### src/rtl/stack_pkg.sv
// Shared widths for the stack buffer: address, character ID and coordinate sizes.
package stack_pkg;

    localparam int STACK_ADDR_WIDTH = 8;
    localparam int CHAR_ID_WIDTH    = 8;
    localparam int X_WIDTH          = 9;
    localparam int Y_WIDTH          = 9;
    localparam int STACK_DEPTH      = 2 ** STACK_ADDR_WIDTH;

endpackage

### src/rtl/stack_mem_valid_bits.sv
// Per-entry valid flags for the stack storage: cleared asynchronously on reset,
// set when an entry is written, read combinationally by index.
module stack_mem_valid_bits
    import stack_pkg::*;
#(
    parameter int ADDR_WIDTH = STACK_ADDR_WIDTH
) (
    input  logic                  clock,
    input  logic                  reset_n,
    input  logic                  set_en,
    input  logic [ADDR_WIDTH-1:0] set_address,
    input  logic [ADDR_WIDTH-1:0] read_address,
    output logic                  read_valid
);

    localparam int DEPTH = 1 << ADDR_WIDTH;

    logic [DEPTH-1:0] valid_q;

    // Flags only ever go from 0 to 1; reset is the sole way to clear them.
    always_ff @(posedge clock or negedge reset_n) begin
        if (!reset_n) begin
            valid_q <= '0;
        end else if (set_en) begin
            valid_q[set_address] <= 1'b1;
        end
    end

    assign read_valid = valid_q[read_address];

endmodule

### src/rtl/stack_mem_store.sv
// Stack buffer storage: synchronous write port, registered read port with
// write-first bypass; valid flags hide stale RAM contents after reset.
module stack_mem_store
    import stack_pkg::*;
#(
    parameter int ADDR_WIDTH = STACK_ADDR_WIDTH,
    parameter int DATA_WIDTH = CHAR_ID_WIDTH
) (
    input  logic                  clock,
    input  logic                  reset_n,
    input  logic                  we,
    input  logic [ADDR_WIDTH-1:0] in_address,
    input  logic [DATA_WIDTH-1:0] in_data,
    input  logic [ADDR_WIDTH-1:0] out_address,
    output logic [DATA_WIDTH-1:0] out_data,
    output logic                  out_valid
);

    localparam int DEPTH = 1 << ADDR_WIDTH;

    logic [DATA_WIDTH-1:0] mem [DEPTH];
    logic                  entry_valid;
    logic                  bypass;

    stack_mem_valid_bits #(
        .ADDR_WIDTH(ADDR_WIDTH)
    ) u_valid_bits (
        .clock       (clock),
        .reset_n     (reset_n),
        .set_en      (we),
        .set_address (in_address),
        .read_address(out_address),
        .read_valid  (entry_valid)
    );

    // RAM body has no reset so it can map onto distributed or block RAM.
    always_ff @(posedge clock) begin
        if (we) begin
            mem[in_address] <= in_data;
        end
    end

    assign bypass = we && (in_address == out_address);

    always_ff @(posedge clock or negedge reset_n) begin
        if (!reset_n) begin
            out_data  <= '0;
            out_valid <= 1'b0;
        end else if (bypass) begin
            out_data  <= in_data;
            out_valid <= 1'b1;
        end else begin
            out_data  <= entry_valid ? mem[out_address] : '0;
            out_valid <= entry_valid;
        end
    end

endmodule

### config.mk
export PLATFORM = sky130hd
export DESIGN_NAME = stack_mem_store
export DESIGN_NICKNAME = d
export VERILOG_FILES = /design/src/rtl/stack_pkg.sv /design/src/rtl/stack_mem_valid_bits.sv /design/src/rtl/stack_mem_store.sv
export SDC_FILE = /design/constraint.sdc
export NUM_CORES = 2
export LEC_CHECK = 0
export ABC_CLOCK_PERIOD_IN_PS = 3500
export CORE_MARGIN = 2
export CORE_UTILIZATION = 35
export CTS_CLUSTER_SIZE = 25
export DETAILED_ROUTE_END_ITERATION = 16
export SYNTH_ARGS = -nofsm -noshare
export SYNTH_HDL_FRONTEND = slang
export SYNTH_SLANG_ARGS = --single-unit
### constraint.sdc
create_clock -name clock -period 3.5 [get_ports clock]
set_input_delay 0.35 -clock clock [delete_from_list [all_inputs] [get_ports clock]]
set_output_delay 0.35 -clock clock [all_outputs]
set_load 0.01 [all_outputs]
== After elaboration in Yosys (flattened, before gate mapping) ==
Memories as Yosys holds them, arrays and structs flattened.
Cells that the tools add are included.
Widths: inputs -> output; s select.

* Register bits: 265
* Bits in writable memories: 2048
* Bits of input ports: 27
* Word-level logic and storage cells: 20
* Memories kept: 1

* Order comparisons: 3
* Equal/unequal tests: 1
* Mux-type cells: 9
* Bitwise operators: 1
* Reduce and logical (&&, ||, !) cells: 2

{| class="wikitable"
|+ Memory list
! memory !! depth !! bits a word !! read ports !! clocked after Yosys merged registers in !! wr ports !! line !! RTL
|-
| mem || 256 || 8 || 1 || 0 || 1 || stack_mem_store.sv:21 || <nowiki>logic [DATA_WIDTH-1:0] mem [DEPTH];</nowiki>
|}

{| class="wikitable"
|+ Operator list
! operator !! number
|-
| $or 256x256->256 || 1
|-
| $lt 8x9->1 const B || 2
|-
| $mux 8 || 2
|-
| $bmux 1 s8 || 1
|-
| $demux 1 s8 || 1
|-
| $eq 8x8->1 || 1
|-
| $ge 8x1->1 const B || 1
|-
| $mux 1 || 5
|-
| $logic_and 1x1->1 || 2
|}

== Logic depth before layout (Yosys ltp) ==
* Word-level depth: 5
* Mapped depth: 15
* Mapped depth without buffers: 9

== Modules after synthesis ==
A second synthesis with hierarchy kept.

* Cells, all modules: 4732
* Area total of the unflattened synthesis: 91432.7 µm²

{| class="wikitable"
|+ By module, submodules not included
! module !! instances !! cells each !! area an instance (µm²)
|-
| stack_mem_store || 1 || 3897 || 80399.6
|-
| stack_mem_valid_bits || 1 || 835 || 11033.1
|}

== Worst setup path after synthesis ==
OpenSTA, ideal clock, no wires.

* Kind: input to register
* Start point: in out_address[0]
* End point: reg out_data[0]
* Setup time: 0.079 ns
* Arrival: 2.399 ns
* Required time: 3.421 ns
* Slack: 1.021 ns
* Cell stages on the path: 13
* Path buffers: 4
* Path through: buf_6 buf_12 buf_12 buf_12 mux2i_1 o221ai_1 nor3_1 nor4_2 o311ai_1 a2111oi_2 a32oi_1 or3_1 mux2i_1

* Longest elaborated chain between the ends: 4
* Elaborated cells between the ends (all ways): 7
* Classes of those cells: eq/ne (1); mux (4); reduce/logical (1); memory (1)

{| class="wikitable"
|+ RTL lines
! element !! line !! RTL
|-
| start: declaration || stack_mem_store.sv:14 || <nowiki>input logic [ADDR_WIDTH-1:0] out_address,</nowiki>
|-
| $bmux 1 s8 || stack_mem_valid_bits.sv:29 || <nowiki>assign read_valid = valid_q[read_address];</nowiki>
|-
| $mux 1 (not written as such) || stack_mem_valid_bits.sv:29 ||
|-
| $mux 8 || stack_mem_store.sv:53 || <nowiki>out_data <= entry_valid ? mem[out_address] : '0;</nowiki>
|-
| $mux 8 (*) || stack_mem_store.sv:49 || <nowiki>end else if (bypass) begin</nowiki>
|-
| end signal: assignment || stack_mem_store.sv:50 || <nowiki>out_data <= in_data;</nowiki>
|-
| end signal: assignment || stack_mem_store.sv:53 ||
|-
| end: declaration || stack_mem_store.sv:15 || <nowiki>output logic [DATA_WIDTH-1:0] out_data,</nowiki>
|}

Every way passes the cells marked *; elsewhere a longest branch is shown, timed or not. The select of a mux whose other input is x is not followed.
A chain may end at the register's enable or synchronous reset.

== Worst setup path in the final report ==
* Start point: reg u_valid_bits.valid_q[9]
* End point: reg out_data[5]

* Longest elaborated chain between the ends: 4

{| class="wikitable"
|+ RTL lines
! element !! line !! RTL
|-
| start: declaration || stack_mem_valid_bits.sv:18 || <nowiki>logic [DEPTH-1:0] valid_q;</nowiki>
|-
| start signal: assignment || stack_mem_valid_bits.sv:23 || <nowiki>valid_q <= '0;</nowiki>
|-
| start signal: indexed assignment || stack_mem_valid_bits.sv:25 || <nowiki>valid_q[set_address] <= 1'b1;</nowiki>
|-
| $bmux 1 s8 || stack_mem_valid_bits.sv:29 ||
|-
| $mux 1 (not written as such) || stack_mem_valid_bits.sv:29 ||
|-
| $mux 8 || stack_mem_store.sv:53 ||
|-
| $mux 8 || stack_mem_store.sv:49 ||
|}

Every way passes these cells. The select of a mux whose other input is x is not followed.

==> implementation parameters <==
Parameter                              Value

Pwr
  Total power density per cell area ... 541 nW/um2
  Worst vdd rail ir drop ... 0.000593 V
  Standby leakage power ... 38.2 nW

Setup path
  Depth of the most critical reg-to-reg path ... 8
  Arrival @ worst endpoint ... 4.10 ns
  Startpoint types ... flop
  Destination of the worst register-to-register timing path ... out_data[5]
  Max Fanout on Critical Path ... 8
  Category of the most critical setup path ... flop to flop
  Critical Path Sink Type ... flop
  Flop2flop setup slack ... 0.20 ns
  Reg-to-reg startpoint ... u_valid_bits.valid_q[9]
  Required time of the critical path ... 4.30 ns

Final layout
  Fraction of final layout cells with drive strength greater than 1 ... 0.280
  Final non-filler cell total ... 9,351
  Signed area change from the synthesized netlist to the final layout ... 17.8%
  Number of inserted filler cells in the final layout ... 23,100
  Post-route cell area ... 108,000 um2
  Final layout net count ... 5,686
  Most common cell after layout, fill and taps aside ... sky130_fd_sc_hd__edfxtp_1
  Commonest cells after routing, fill and taps aside ... sky130_fd_sc_hd__edfxtp_1 (2,048), sky130_fd_sc_hd__buf_4 (624), sky130_fd_sc_hd__mux2i_1 (509)

CTS
  H-tree level count ... 4
  CTS tree ... built
  Clock sink count ... 2,313
  Clock transition time at the flip-flop clock pins of the worst setup and hold paths ... 0.06 ns
  Later-pin clock latency in the skew report ... 0.88 ns
  Clock Path Buffers ... 3
  Number of buffers created by CTS ... 221
  Clock Tree Root ... sky130_fd_sc_hd__clkbuf_16

Routing
  Initial DRC count ... 6,205
  Total number of vias ... 51,200
  Average wire per standard cell ... 28.2 um
  Pre-Repair DR Iteration Count ... 6
  Average via count per standard cell ... 5.47
  Total wirelength of the detailed-routed design ... 263 mm
  Post-route DRC violation count ... 0
  DRT antenna net count ... 0

Die
  Initial core utilization ... 0.353
  Area of the die ... 266,000 um2
  Number of placement rows ... 187
  Core Footprint ... 260,000 um2
  Die Height ... 516 um
  Die width ... 516 um
  Ports ... 36

Global routing
  Remaining global-route overflow ... 0
  First-pass GRT wire length ... 375 mm
  Total global routing track utilization ... 0.196
  Maximum number of pins on one net before global-route repair ... 100
  Via count of the first global-routing pass ... 50,400
  Initial antenna violation count ... 12

Flow run
  Number of max-cap violations ... 1

Timing
  Post-route worst hold slack ... 0.0426 ns
  Share of the cycle needed by the critical path after routing ... 0.944
  Shortest clock period the worst path allows after layout ... 3.30 ns
  Worst setup skew after layout ... 0.0541 ns
  Max-slew violations ... 0
  Number of hold violations in the final report ... 0
  Setup TNS ... 0 ns
  Relative slew slack ... 0.0245
  Count of endpoints failing setup in the final report ... 0
  Worst Max-Slew Pin Slew ... 1.46 ns
  Setup repair after global routing missed its margin ... false
  Setup WS post-layout ... 0.197 ns
  F_max ... 303 MHz

Place
  Routability congestion estimate ... 0.934
  DPL Wire Length ... 175 mm
  IO Port Bufs ... 35
  Placed standard-cell area ... 101,000 um2
  Dpl ws ... -0.435 ns
  Cell count after placement ... 8,924

Synthesis
  Synthesized netlist cell count ... 5,005
  Top cells by area in the synthesized netlist ... sky130_fd_sc_hd__edfxtp_1 (67%), sky130_fd_sc_hd__mux4_2 (7.2%), sky130_fd_sc_hd__dfrtp_1 (7.2%)
  Count of distinct cell types in the synthesized netlist ... 67
  Yosys top cell area share ... 0.670
  Dominant register cell in the synthesized netlist ... sky130_fd_sc_hd__edfxtp_1
  Syn Nets ... 5,032
  Netlist Area Pre-Place ... 91,700 um2
  Share of the yosys chip area belonging to registers ... 0.743
  Flip-flop and latch count after synthesis ... 2,313
  Synth async-reset ratio ... 0.115
  Post-Synthesis Mean Instance Area ... 18.3 um2
  Syn. warnings ... 0
  Count of flip-flops with a built-in enable after synthesis ... 2,048
  Largest area contributor in the netlist ... sky130_fd_sc_hd__edfxtp_1

Run status
  Outcome ... complete, but fails checks
  Violations in the final reports ... capacitance limit

Hold path
  Source of the worst hold timing path ... in_data[6]
  Count of cells along the worst hold path ... 1
  Worst Hold Class ... primary input to flop
  Endpoint with the worst hold slack ... mem[43][6]
## worst max-delay path by stage
stage | from | end | slack (ns) | depth (start not counted)
finish | u_valid_bits.valid_q[9] | out_data[5] | 0.20 | 8
global route | u_valid_bits.valid_q[9] | out_data[2] | 0.32 | 8
CTS | u_valid_bits.valid_q[9] | out_data[5] | 0.39 | 8
detailed placement | out_address[0] | out_data[4] | -0.44 | 15
global placement | out_address[0] | out_data[4] | -0.47 | 15
floorplan | out_address[0] | out_data[0] | 1.02 | 13
## power by group
| group | switching [mW] | internal (mW) |
|---|---|---|
| logic | 2.31 | 1.40 |
| clock network | 10.4 | 13.8 |
| registers | 0.167 | 30.3 |
| total | 12.9 | 45.5 |
## layout make-up
type	instances	area [um2]	area share
Tap cell	3496	4370	0.0405
Clock buffer	324	6320	0.0585
Timing Repair Buffer	744	6700	0.0621
Clock inverter	92	1080	0.00996
Multi-Input combinational cell	2366	21400	0.198
Inverter	13	51.3	0.000475
Antenna cell	3	7.51	0.0000695
Sequential cell	2313	68100	0.631
## through the flow
stage / power [mW] / utilization
after floorplan: 32.9 / -
after global placement: 34.7 / 0.386
after detailed placement: 34.8 / 0.386
after CTS: 58.8 / 0.415
after global routing: 60.0 / 0.415
final: 58.4 / 0.415
## synth_stat cells, drive strengths merged (4+ instances only)
cell        n
xor2        7
nand3      60
o221ai    166
nor4       29
nand4      42
nor3      137
nor2b      14
o22ai      82
or3         4
nand2b      5
a31oi       5
a2111oi     6
inv        13
o2bb2ai    11
a311oi      7
and2        4
o31ai       6
nor2      323
or2       258
buf       166
a211oi      6
a221oi     19
mux2i     509
o21ai      77
nand2      80
clkbuf    144
mux2       24
edfxtp   2048
o311ai      4
a22oi      21
mux4      321
dfrtp     265
a21oi     114
or3b        5
## registers in the layout, summed over array words and instances, names as in the netlist
name and count:
u_valid_bits.valid_q 256, mem 2048, out_data 8, out_valid 1
## per-layer routing
layer  up-vias  GRT usage  share of wire
met5         -          0        0.00020
met4         8     0.0797          0.043
met3       463     0.0340          0.078
met2      2193      0.301           0.46
met1     27100      0.276           0.42
li1      21400          -              -
## what timing repair did
item,4_1_cts,5_1_grt
buffers inserted,0,0
hold buffers,8,0
hold endpoints to repair,365,0
resized for setup,0,0
## cell families after synthesis
kind of cell    after synthesis  share of synthesized area
mux                         854                      0.138
compound gates              534                     0.0405
buf+inv                     326                     0.0247
simple gates                970                     0.0530
xor+xnor                      8                   0.000764
flops                      2313                      0.743
## worst max-delay path, stage by stage (launching register included)
cell                        delay [ns]
sky130_fd_sc_hd__dfrtp_1          0.35
sky130_fd_sc_hd__mux4_1           0.25
sky130_fd_sc_hd__mux2i_1          0.22
sky130_fd_sc_hd__a2111oi_1        1.33
sky130_fd_sc_hd__a31oi_1          0.06
sky130_fd_sc_hd__nand4_1          0.25
sky130_fd_sc_hd__nand2_1          0.21
sky130_fd_sc_hd__or3b_1           0.40
sky130_fd_sc_hd__mux2i_1          0.17
(Power assumes the default switching activity.)
